<file path="config.mk">
export PLATFORM = sky130hd
export DESIGN_NAME = mem_bus_arbiter
export DESIGN_NICKNAME = d
export VERILOG_FILES = /design/src/rtl/mem_bus_arbiter_pkg.sv /design/src/rtl/mem_bus_arbiter_rr_picker.sv /design/src/rtl/mem_bus_arbiter.sv
export SDC_FILE = /design/constraint.sdc
export NUM_CORES = 1
export LEC_CHECK = 0
export ABC_CLOCK_PERIOD_IN_PS = 1200
export CAP_MARGIN = 20
export CELL_PAD_IN_SITES_DETAIL_PLACEMENT = 1
export CELL_PAD_IN_SITES_GLOBAL_PLACEMENT = 2
export CORE_MARGIN = 2
export CORE_UTILIZATION = 28
export CTS_CLUSTER_DIAMETER = 60
export DETAILED_ROUTE_END_ITERATION = 10
export DONT_BUFFER_PORTS = 1
export PLACE_DENSITY_LB_ADDON = 0.1
export SYNTH_ARGS = -nofsm -noshare
export SYNTH_HDL_FRONTEND = slang
export SYNTH_SLANG_ARGS = --single-unit
</file>
<file path="constraint.sdc">
create_clock -name clk -period 1.2 [get_ports clk]
set_input_delay 0.24 -clock clk [delete_from_list [all_inputs] [get_ports clk]]
set_output_delay 0.24 -clock clk [all_outputs]
set_load 0.02 [all_outputs]
</file>
<file path="src/rtl/mem_bus_arbiter_pkg.sv">
// rtl/mem_bus_arbiter_pkg.sv - shared types, widths and helpers for the memory bus arbiter
// Purpose: FSM state encoding, default bus widths and index-width helper.
// Ports: none (package).
package mem_bus_arbiter_pkg;

  typedef enum logic [1:0] {
    ARB_IDLE    = 2'd0,
    ARB_GRANT   = 2'd1,
    ARB_RELEASE = 2'd2
  } arb_state_e;

  localparam int WORD_SIZE = 16;
  localparam int ADDR_SIZE = 8;

  // Width needed to hold an index 0..n-1, never less than one bit.
  function automatic int idx_width(input int n);
    return (n > 1) ? $clog2(n) : 1;
  endfunction

endpackage

</file>
<file path="src/rtl/mem_bus_arbiter_rr_picker.sv">
// rtl/mem_bus_arbiter_rr_picker.sv - combinational round-robin winner picker
// Purpose: pick the first set request scanning upward from last_gnt+1 (mod NREQ).
// Ports:
//   i_req      in  NREQ  request vector
//   i_last_gnt in  IW    index of the previous winner
//   o_winner   out IW    index of the new winner (valid only with o_valid)
//   o_valid    out 1     at least one request present
module mem_bus_arbiter_rr_picker
  import mem_bus_arbiter_pkg::*;
#(
  parameter int NREQ = 2,
  parameter int IW   = idx_width(NREQ)
) (
  input  logic [NREQ-1:0] i_req,
  input  logic [IW-1:0]   i_last_gnt,
  output logic [IW-1:0]   o_winner,
  output logic            o_valid
);

  logic [NREQ-1:0] w_rot;
  int unsigned     w_start;
  int unsigned     w_pos;

  // Rotate so that bit 0 is the master after the last winner, priority-encode
  // the lowest set bit, then rotate the found position back to a real index.
  always_comb begin
    w_start = (int'(i_last_gnt) + 1) % NREQ;
    w_rot   = '0;
    for (int i = 0; i < NREQ; i++) begin
      w_rot[i] = i_req[(w_start + i) % NREQ];
    end
    w_pos = 0;
    for (int i = NREQ - 1; i >= 0; i--) begin
      if (w_rot[i]) w_pos = i;
    end
    o_valid  = |i_req;
    o_winner = IW'((w_pos + w_start) % NREQ);
  end

endmodule

</file>
<file path="src/rtl/mem_bus_arbiter.sv">
// rtl/mem_bus_arbiter.sv - round-robin arbiter sharing one single-port memory among NREQ masters
// Purpose: request/grant handshake, IDLE -> GRANT -> RELEASE turnaround, muxes the owner onto memory.
// Optional feature macro: ARB_HOLD_LIMIT_EN (preempt an owner after MAX_HOLD grant cycles when others wait).
// Ports:
//   clk, rst                 clock, synchronous active-high reset
//   req/req_we [NREQ]        per-master request and write enable
//   req_addr  [NREQ*AW]      flattened addresses, master i at [i*AW +: AW]
//   req_wdata [NREQ*DW]      flattened write data, master i at [i*DW +: DW]
//   gnt       [NREQ]         registered one-hot (or zero) grant
//   rdata     [DW]           memory read data broadcast
//   mem_addr/mem_wdata/mem_we  memory-side request, mem_rdata memory read data
//   busy                     arbiter not idle
module mem_bus_arbiter
  import mem_bus_arbiter_pkg::*;
#(
  parameter int NREQ     = 2,
  parameter int DW       = WORD_SIZE,
  parameter int AW       = ADDR_SIZE,
  parameter int MAX_HOLD = 8
) (
  input  logic               clk,
  input  logic               rst,
  input  logic [NREQ-1:0]    req,
  input  logic [NREQ*AW-1:0] req_addr,
  input  logic [NREQ*DW-1:0] req_wdata,
  input  logic [NREQ-1:0]    req_we,
  output logic [NREQ-1:0]    gnt,
  output logic [DW-1:0]      rdata,
  output logic [AW-1:0]      mem_addr,
  output logic [DW-1:0]      mem_wdata,
  output logic               mem_we,
  input  logic [DW-1:0]      mem_rdata,
  output logic               busy
);

  localparam int IW = idx_width(NREQ);
  localparam int HW = idx_width(MAX_HOLD + 1);

`ifdef ARB_HOLD_LIMIT_EN
  localparam bit HOLD_LIMIT = 1'b1;
`else
  localparam bit HOLD_LIMIT = 1'b0;
`endif

  arb_state_e      r_state, w_state_nxt;
  logic [NREQ-1:0] r_gnt, w_gnt_nxt;
  logic [IW-1:0]   r_gnt_idx, w_gnt_idx_nxt;
  logic [IW-1:0]   r_last_gnt, w_last_gnt_nxt;
  logic [HW-1:0]   r_hold_cnt, w_hold_cnt_nxt;
  logic [AW-1:0]   r_addr_hold;
  logic [DW-1:0]   r_wdata_hold;

  logic [AW-1:0]   w_addr_arr  [NREQ];
  logic [DW-1:0]   w_wdata_arr [NREQ];
  logic [AW-1:0]   w_sel_addr;
  logic [DW-1:0]   w_sel_wdata;
  logic            w_sel_req;
  logic            w_sel_we;
  logic            w_others;
  logic            w_preempt;
  logic [IW-1:0]   w_winner;
  logic            w_valid;

  for (genvar i = 0; i < NREQ; i++) begin : g_unpack
    assign w_addr_arr[i]  = req_addr[i*AW +: AW];
    assign w_wdata_arr[i] = req_wdata[i*DW +: DW];
  end

  mem_bus_arbiter_rr_picker #(
    .NREQ (NREQ),
    .IW   (IW)
  ) u_picker (
    .i_req      (req),
    .i_last_gnt (r_last_gnt),
    .o_winner   (w_winner),
    .o_valid    (w_valid)
  );

  assign w_sel_addr  = w_addr_arr[r_gnt_idx];
  assign w_sel_wdata = w_wdata_arr[r_gnt_idx];
  assign w_sel_req   = req[r_gnt_idx];
  assign w_sel_we    = req_we[r_gnt_idx];
  assign w_others    = |(req & ~r_gnt);

  // With the hold limit compiled out HOLD_LIMIT is constant zero and the
  // hold counter has no effect on behaviour.
  assign w_preempt = HOLD_LIMIT && (r_hold_cnt == HW'(MAX_HOLD - 1)) && w_others;

  always_ff @(posedge clk) begin
    if (rst) begin
      r_state      <= ARB_IDLE;
      r_gnt        <= '0;
      r_gnt_idx    <= '0;
      r_last_gnt   <= IW'(NREQ - 1);
      r_hold_cnt   <= '0;
      r_addr_hold  <= '0;
      r_wdata_hold <= '0;
    end else begin
      r_state    <= w_state_nxt;
      r_gnt      <= w_gnt_nxt;
      r_gnt_idx  <= w_gnt_idx_nxt;
      r_last_gnt <= w_last_gnt_nxt;
      r_hold_cnt <= w_hold_cnt_nxt;
      // Capture the owner's bus so RELEASE/IDLE keep presenting the last value.
      if (r_state == ARB_GRANT) begin
        r_addr_hold  <= w_sel_addr;
        r_wdata_hold <= w_sel_wdata;
      end
    end
  end

  always_comb begin
    w_state_nxt    = r_state;
    w_gnt_nxt      = r_gnt;
    w_gnt_idx_nxt  = r_gnt_idx;
    w_last_gnt_nxt = r_last_gnt;
    w_hold_cnt_nxt = r_hold_cnt;
    mem_addr       = r_addr_hold;
    mem_wdata      = r_wdata_hold;
    mem_we         = 1'b0;

    case (r_state)
      ARB_IDLE: begin
        if (w_valid) begin
          w_state_nxt    = ARB_GRANT;
          w_gnt_nxt      = '0;
          w_gnt_nxt[w_winner] = 1'b1;
          w_gnt_idx_nxt  = w_winner;
          w_last_gnt_nxt = w_winner;
          w_hold_cnt_nxt = '0;
        end
      end
      ARB_GRANT: begin
        mem_addr  = w_sel_addr;
        mem_wdata = w_sel_wdata;
        // A write coinciding with the owner dropping req is blocked.
        mem_we    = w_sel_req & w_sel_we;
        if (r_hold_cnt != '1) w_hold_cnt_nxt = r_hold_cnt + 1'b1;
        if (!w_sel_req || w_preempt) begin
          w_state_nxt = ARB_RELEASE;
          w_gnt_nxt   = '0;
        end
      end
      ARB_RELEASE: begin
        w_state_nxt = ARB_IDLE;
      end
      default: begin
        w_state_nxt = ARB_IDLE;
        w_gnt_nxt   = '0;
      end
    endcase
  end

  assign gnt   = r_gnt;
  assign busy  = (r_state != ARB_IDLE);
  assign rdata = mem_rdata;

endmodule

</file>
==> impl_results.md <==
* Status: complete, but fails checks
* Failing checks: setup timing
* M2 GR Usage at 0.266
* DIE WIDTH at 80.5 um
* Syn-to-layout area delta at 68.7%
* Fmax at ~630 MHz
* Crit. End Element: output pin
* Synth Cell Area at between 1500 and 2000 um^2
* Final hold viol count at 0
* DP Area at 2030 um^2
* Internal at around 2.0 mW
* Startpoint Class: flip-flop
* Drt total wl at 5390 um
* Worst Slack Setup Final at -376 ps
* Synth area leader: dfxtp_1
* Area occupied by registers at a little over 600 um^2
* Number of H-tree levels at 2
* Drt drc at 0
* # port buffers at 0
* Sequential area share after synthesis at 0.367
* Total CTS buffers at 5
* All-Layer GR Usage at 0.145
* Initial Utilization at 0.294
* YS warnings at 0
* Final std cells w/o fill at roughly 300
* Fraction of layout cells with a size suffix above 1 at 0.681
* Dpl cells at 277
* Synth top area cells: dfxtp_1 (37%), mux2_2 (17%), nand2_1 (17%)
* Pins Over Slew Limit at 0
* Power density of the placed cells at approximately 1100 nW/um^2
* Wire per inst at 17.9 um
* Setup TNS at -9880 ps
* GRT met1 Usage at 0.151
* Pwr Total at between 3 and 4 mW
* Clk pin slew, worst setup/hold paths at 70 ps
* CTS tree: yes
* Root Driver: clkbuf_8
* Routability Congestion at a little under 0.7
* Critical path type: flip-flop to output pin
* Seq pwr share at 0.364
* Via count at 1513
* CP Data Required Time at 960 ps
* Via density at between 5 and 6
* Clk_lat worst skew at 280 ps
* Largest net degree at the start of global routing at 31
* Synthesized Nets at ~280
* Worst reg-to-reg setup slack at -160 ps
* N_diodes at 0
* Place WS at -113 ps
* CP arrival at 1340 ps
* Final instance area at 2760 um^2
* Die height at a little over 80 um
* FF+latch count, synth at 30
* Cells after synthesis at 207
* Final setup violation count at between 40 and 50
* # rows at 27
* HP Class: input pin to flip-flop
* Filler cell count at 597
* Busiest grt layer: met2
* Drt first pass iters at 2
* Vias in the first global route at 1472
* Clock share of power at 0.245
* Detailed Route Iter0 Violations at 25
* Total die area at 6480 um^2
* M3 GR Usage at 0.0472
* Worst Hold Margin at about 19 ps
* Crit Path Max Fanout at 7
* Crit share post-route at 1.31
* Max Cap Viol at 0
* Syn avg cell area at 7.91 um^2
* Footprint of the multi-input gates at 1450 um^2
* Worst Tran Pin Value at around 290 ps
* Share of power burned in combinational logic at 0.391
* Slew HR at 0.808
* First-pass GRT wire length at 7220 um
* Synth cell types at 22
* # nets final at 299
* Switch Pwr at between 1 and 1.5 mW
* GR Overflow Total at 0
* Top-area cell type share of the netlist area at 0.367
* RSZ-0062 raised after global routing: yes
* Worst VDD drop at between 400 and 500 uV
* Skew final at a little over 8 ps
* Static Leak at 1.20 nW
* # IOs at 114
* Sw Share at 0.336
* DRT antenna net count at 0
* Post-layout util at 0.496
* Min Tclk post-route at 1580 ps
* Antenna violations before repair at 0
* DP Wirelength at roughly 3400 um
* CTS max path bufs at 2
* Core ar. at 5570 um^2
* Clock sink count at 30
==> worst max-delay path: stages, from the launching register on <==
cell and delay, ps:
dfxtp_4 410, clkbuf_16 180, mux2_4 320, nand2_4 90, nand2_4 70
==> layout make-up <==
type                    count  share of cell area
multi-input cells         147               0.524
flip-flops and latches     30               0.220
repair buffers             43               0.193
well taps                  72              0.0326
clock buffers               7              0.0276
inverters                   2             0.00272
==> cell families (layout without fill, tap and decap cells) <==
group,after synthesis,count (layout),synth area share
and+or+nand+nor,89,89,0.223
buffers and inverters,30,52,0.128
muxes,25,25,0.172
DFF,30,30,0.367
AOI/OAI and AO/OA,33,33,0.110
==> Yosys cell counts <==
cell / count
a2111oi_0: 1
a211o_1: 1
a21o_1: 1
a21oi_1: 27
a31oi_1: 2
and2b_1: 1
and3_1: 1
buf_2: 5
buf_4: 19
clkbuf_1: 2
clkbuf_8: 2
dfxtp_1: 30
inv_1: 2
mux2_2: 25
nand2_1: 75
nand2b_1: 1
nand3_1: 4
nand3b_1: 3
nor2_1: 2
nor3_1: 1
o21bai_1: 1
or3b_1: 1
==> cell usage in the layout, fill, tap and decap left out, types with 4 or more instances in the layout <==
cell type / count
mux2_4: 25
nand2_1: 26
buf_4: 10
dfxtp_1: 27
buf_12: 5
nand2_4: 42
clkbuf_8: 5
nand3_1: 4
a21oi_2: 25
buf_6: 23
nand2_8: 5
==> what timing repair did <==
item | in CTS | in global routing
endpoints found under the hold margin | 0 | 1
hold buffers | 0 | 1
buffers inserted | 6 | 17
cloned | 0 | 3
pin swaps | 7 | 40
endpoints found under the setup margin | 42 | 51
gates resized for setup | 30 | 89
==> sequential cells by signal, summed over array words and instances (netlist names) <==
name,cells
r_wdata_hold,16
r_last_gnt,1
r_state,2
r_gnt_idx,1
r_addr_hold,8
gnt,2
==> routing by layer <==
layer / vias up / share of wire
met5: - / 0
met2: 67 / 0.53
li1: 711 / -
met1: 723 / 0.38
met4: 0 / 0.013
met3: 12 / 0.071
==> final timing paths <==
check             start            to  cells past startpoint
max           r_gnt_idx  mem_wdata[6]                      4
min reg2reg  r_last_gnt    r_last_gnt                      1
max reg2reg  r_state[1]        gnt[1]                      6
min                 rst    r_state[1]                      1
==> power groups by stage <==
stage	Sequential [mW]	Combinational, mW	Clock [mW]
after floorplan	1.12	0.740	0
after global placement	1.13	0.802	0
after detailed placement	1.13	0.827	0
after CTS	1.11	0.913	0.797
after global routing	1.12	1.27	0.853
final	1.12	1.20	0.752
Power figures use the tool's default switching activity.
==> RTL edit 1: new RTL, config.mk and constraints unchanged <==
Reset style: asynchronous (`rst`), changed in one clocked block. Comments in the files are not updated.
--- a/src/rtl/mem_bus_arbiter.sv
+++ b/src/rtl/mem_bus_arbiter.sv
@@ -88,3 +88,3 @@
 
-  always_ff @(posedge clk) begin
+  always_ff @(posedge clk or posedge rst) begin
     if (rst) begin
Function: differs if rst is asserted again (counterexample within 4 cycles, from zero or initial values and one cycle with rst high); with rst held inactive, the same outputs for 4 cycles.
==> RTL edit 1 against the original RTL <==
The flow still finishes with violations (setup timing); wire length down 26%; worst setup slack lost 0.0078 ns; area after synthesis is 3.5% lower; via count shrank 28%; non-clock buffer count shrank 27; critical path depth unchanged; design area shrank 21%; sequential cell count did not move.
Power is left out: it rests on default switching activity, and per cell area and clock period it moved more than threefold.
==> RTL edit 1: results (changes against the original RTL) <==
| Metric | Value |
|---|---|
| Worst-skew pair later-pin latency | `0.28 ns (about the same)` |
| Fraction of registers with async set/reset | `100% (+100 points)` |
| First-iteration detailed-routing DRC count | `13 (-48%)` |
| Vias per cell | `4.91 (-2.2%)` |
| H-tree depth | `2 (unchanged)` |
| Nets | `220 (-26%)` |
| R2r endpoint | `gnt[1]` |
| Fin Hold WS | `0.161 ns (+0.142 ns)` |
| Share of cells above drive strength 1 | `55.6% (-12 points)` |
| Max FO, Critical Path | `11 (+4)` |
| Hold depth | `2 (+1)` |
| GRT Util Overall | `13.2% (-1.3 points)` |
| Detailed Place HPWL | `2.87 mm (-16%)` |
| First-pass GRT wire length | `6.40 mm (-11%)` |
| Setup-failing EPs final | `29 (-36%)` |
| Hold path start | `req[1]` |
| Hold EP | `r_state[0]` |
| Post-route setup slack | `-0.384 ns (-0.00785 ns)` |
| DR pass1 iterations | `3 (+1)` |
| Worst r2r src | `r_gnt_idx` |
| Cell variety after synth | `27 (+23%)` |
| Seq/Total Area, Yosys | `47.6% (+11 points)` |
| Area contributors post-synth | `dfrtp_1, mux2i_1, buf_4` |
| Fillers | `589 (-1.3%)` |
| Placed cell area | `1860 µm² (-8.6%)` |
| Worst Skew | `0.00863 ns (+0.000588 ns)` |
| GPL Wtd Cong | `0.750 (+9.4%)` |
| Worst EP arrival | `1.34 ns (about the same)` |
| Buffers from clock root to sink, at most | `2 (unchanged)` |
| Number of global-route vias before repair | `1,213 (-18%)` |
| Status | `complete, but fails checks` |
| Tightest Pin Transition | `0.274 ns (-0.0133 ns)` |
| Pre-CTS setup slack | `-0.138 ns (-0.0249 ns)` |
| Largest net degree at the start of global routing | `23 (-26%)` |
| Failing checks | `setup timing` |
| Main flop type after synthesis | `dfrtp_1` |
| R2R depth | `5 (-1)` |
| Synth cell count leaders | `dfrtp_1, mux2i_1, nand2_1, buf_4, o21ai_0` |
| Wire length per cell | `18.0 µm (+0.53%)` |
| Reg2Reg Setup Slack | `-0.21 ns (-0.05 ns)` |
-- RTL edit 1: cell types whose count changed after synthesis, sizes merged, moves of 3 or more --
| cell | unedited run | this run |
|---|---|---|
| dfxtp | 30 | 0 |
| clkbuf | 4 | 1 |
| a21oi | 27 | 4 |
| nand3 | 4 | 1 |
| dfrtp | 0 | 29 |
| mux2 | 25 | 0 |
| o21ai | 0 | 24 |
| nand2 | 75 | 26 |
| mux2i | 0 | 25 |
-- RTL edit 1: per-stage QoR --
step	cells	utilization (%)	setup TNS (ns)
4_1_cts	223	37.8	-9.43
5_1_grt	223	39.7	-10.84
3_3_place_gp	211	33.9	-1.69
3_5_place_dp	211	33.9	-2.33
2_1_floorplan	152	-	-1.77
6_report	223	39.7	-9.01
-- RTL edit 1: how the worst max path moves through the flow --
stage	slack, ns	to	cells past startpoint
2_1_floorplan	-0.15	mem_addr[1]	5
3_3_place_gp	-0.11	mem_wdata[14]	4
3_5_place_dp	-0.14	mem_wdata[14]	4
4_1_cts	-0.41	mem_wdata[14]	4
5_1_grt	-0.45	mem_wdata[14]	4
6_report	-0.38	mem_wdata[14]	4
-- RTL edit 1: final cells by class --
type | count | area [µm²] | area share, %
clock buffers | 7 | 86.3 | 3.97
clock inverters | 1 | 5.00 | 0.230
inverters | 2 | 7.51 | 0.345
multi-input cells | 95 | 1040 | 47.9
flip-flops and latches | 30 | 753 | 34.6
well taps | 72 | 90.1 | 4.14
repair buffers | 16 | 191 | 8.80
-- RTL edit 1: cell families (layout without fill, tap and decap cells) --
| kind of cell | after synthesis | in the layout | share of synthesized area (%) |
|---|---|---|---|
| and+or+nand+nor | 38 | 38 | 11.8 |
| AOI/OAI and AO/OA | 32 | 32 | 11.2 |
| DFF | 30 | 30 | 47.6 |
| buffers and inverters | 27 | 26 | 13.5 |
| muxes | 25 | 25 | 15.8 |
-- RTL edit 1: worst max-delay path, cell delays in order (launching register included) --
cell     delay [ns]
dfrtp_2        0.44
buf_12         0.16
mux2i_1        0.12
buf_4          0.14
o21ai_4        0.20
-- RTL edit 1: repair_timing --
item                                    in CTS  in global routing
buffers inserted                             3                  1
pin swaps                                    7                  4
endpoints found under the setup margin      41                 36
gates cloned                                 0                  0
hold endpoints to repair                    29                  0
hold buffers                                 1                  0
resized for setup                           22                 23
-- RTL edit 1: metal layers --
| metal | share of wire (%) | vias to the layer above | global-route usage, % |
|---|---|---|---|
| met4 | 0.37 | 0 | 3.79 |
| met5 | 0 | - | 0 |
| met1 | 38 | 536 | 15.4 |
| li1 | - | 493 | - |
| met3 | 11 | 2 | 6.59 |
| met2 | 51 | 65 | 21.5 |
==> RTL edit 2: new RTL, config.mk and constraints unchanged <==
Without the edit above. Set the package constant `ADDR_SIZE` to 16 (it was 8).
--- a/src/rtl/mem_bus_arbiter_pkg.sv
+++ b/src/rtl/mem_bus_arbiter_pkg.sv
@@ -12,3 +12,3 @@
   localparam int WORD_SIZE = 16;
-  localparam int ADDR_SIZE = 8;
+  localparam int ADDR_SIZE = 16;
 
Interface: changed (resized mem_addr and req_addr); port bits go from 114 to 138. No check against the original RTL was run, so the function may have changed too.
==> RTL edit 2 against the original RTL <==
The run still ends with setup timing left; total power increased by 40%; design area increased by 37%; count of clock-buffer cells in the layout unchanged; wire length increased by 24%; worst hold slack improved by 0.026 ns; area after synthesis increased by 39%; sequential cell count increased by 8; worst setup slack got worse by 0.035 ns; clock skew increased by 0.0024 ns; critical endpoint is now mem_addr[13]; highest routed layer unchanged.
==> RTL edit 2: results (changes against the original RTL) <==
| Metric | Value |
|---|---|
| Status | `complete, but fails checks` |
| Failing checks | `setup timing` |
| Max FO, Critical Path | `8 (+1)` |
| Met2 wire len | `3.48 mm (+21%)` |
| Cell variety after synth | `27 (+23%)` |
| Met3 Wirelength | `416 µm (+9.5%)` |
| Fillers | `826 (+38%)` |
| Pre-CTS setup slack | `-0.192 ns (-0.0789 ns)` |
| R2R depth | `7 (+1)` |
| Setup-failing EPs final | `70 (+56%)` |
| Total nets after synthesis | `343 (+24%)` |
| Number of global-route vias before repair | `1,928 (+31%)` |
| GR Util met2 | `26.3% (-0.27 points)` |
| # diodes | `0 (unchanged)` |
| R2r endpoint | `r_addr_hold[3]` |
| Setup crit end | `mem_addr[13]` |
| Worst r2r src | `r_state[0]` |
| Worst EP arrival | `1.37 ns (+0.03 ns)` |
| Area contributors post-synth | `dfxtp_1, mux2_2, a21oi_2` |
| Vias per cell | `4.72 (-6.1%)` |
| Detailed Place HPWL | `4.17 mm (+21%)` |
| Metal-1 WL | `2.75 mm (+33%)` |
| Seq/Total Area, Yosys | `33.5% (-3.2 points)` |
| Synth cell count leaders | `nand2_1, dfxtp_1, mux2_2, a21oi_2, nand2_2` |
| Mean Syn Cell Area | `8.83 µm² (+12%)` |
| M3 GR Usage | `3.69% (-1.0 points)` |
| Final TNS setup | `-16.01 ns (-6.12 ns)` |
| Crit path from | `r_state[0]` |
| Post-Layout Cell Count | `398 (+32%)` |
| Inst Count DP | `368 (+33%)` |
| GRT Util Overall | `15.1% (+0.55 points)` |
| Largest registers | `r_addr_hold: 16 flops, r_wdata_hold: 16 flops` |
| Share of cells above drive strength 1 | `79.1% (+11 points)` |
| First-iteration detailed-routing DRC count | `15 (-40%)` |
| GPL Wtd Cong | `0.656 (-4.2%)` |
| Post-route setup slack | `-0.411 ns (-0.0346 ns)` |
| NetSw | `1440 µW (+40%)` |
| Worst Skew | `0.0105 ns (+0.00241 ns)` |
| Max VDD drop | `0.448 mV (-1.8%)` |
| Total wire length | `6.69 mm (+24%)` |
[RTL edit 2: changes by cell type after synthesis, sizes merged, moves of 7 or more]
cell | before | now
dfxtp | 30 | 38
a21oi | 27 | 35
mux2 | 25 | 33
buf | 24 | 31
nand2 | 75 | 97
[RTL edit 2: cell families after synthesis]
| group | synth area share [%] |
|---|---|
| buf+inv | 11.8 |
| mux | 16.8 |
| simple gates | 23.8 |
| flops | 33.5 |
| compound gates | 14.1 |
[RTL edit 2: worst min-delay path by stage]
stage,endpoint,slack [ns],cells past startpoint
floorplan,r_addr_hold[0],0.46,2
global placement,r_wdata_hold[12],0.31,1
detailed placement,r_wdata_hold[12],0.31,1
CTS,r_last_gnt,0.03,1
global route,r_last_gnt,0.03,1
finish,r_last_gnt,0.05,1
[RTL edit 2: area by class of cell]
cell class	instances	area, µm²	area share (%)
repair buffers	63	788	20.8
inverters	1	3.75	0.0992
well taps	102	128	3.37
clock buffers	7	86.3	2.28
flip-flops and latches	38	772	20.4
clock inverters	1	30.0	0.794
multi-input cells	186	1980	52.2
[RTL edit 2: critical path: stages (launching register included)]
cell and delay [ns]:
dfxtp_4 0.36, nor2b_4 0.22, buf_6 0.15, buf_16 0.18, nand2_4 0.08, nand2_4 0.09
[RTL edit 2: power by group through the flow]
stage | registers, µW | clock network, µW | logic [µW]
after CTS | 1400 | 1190 | 1660
after floorplan | 1420 | 0 | 1180
after global placement | 1430 | 0 | 1310
after global routing | 1420 | 1240 | 1840
after detailed placement | 1430 | 0 | 1320
final | 1410 | 1150 | 1730
[RTL edit 2: repair_timing]
item	4_1_cts	5_1_grt
resized for setup	61	42
hold buffers	3	0
cloned	3	0
buffers inserted	20	6
endpoints found under the hold margin	18	0
pin swaps	15	12
setup endpoints to repair	70	71
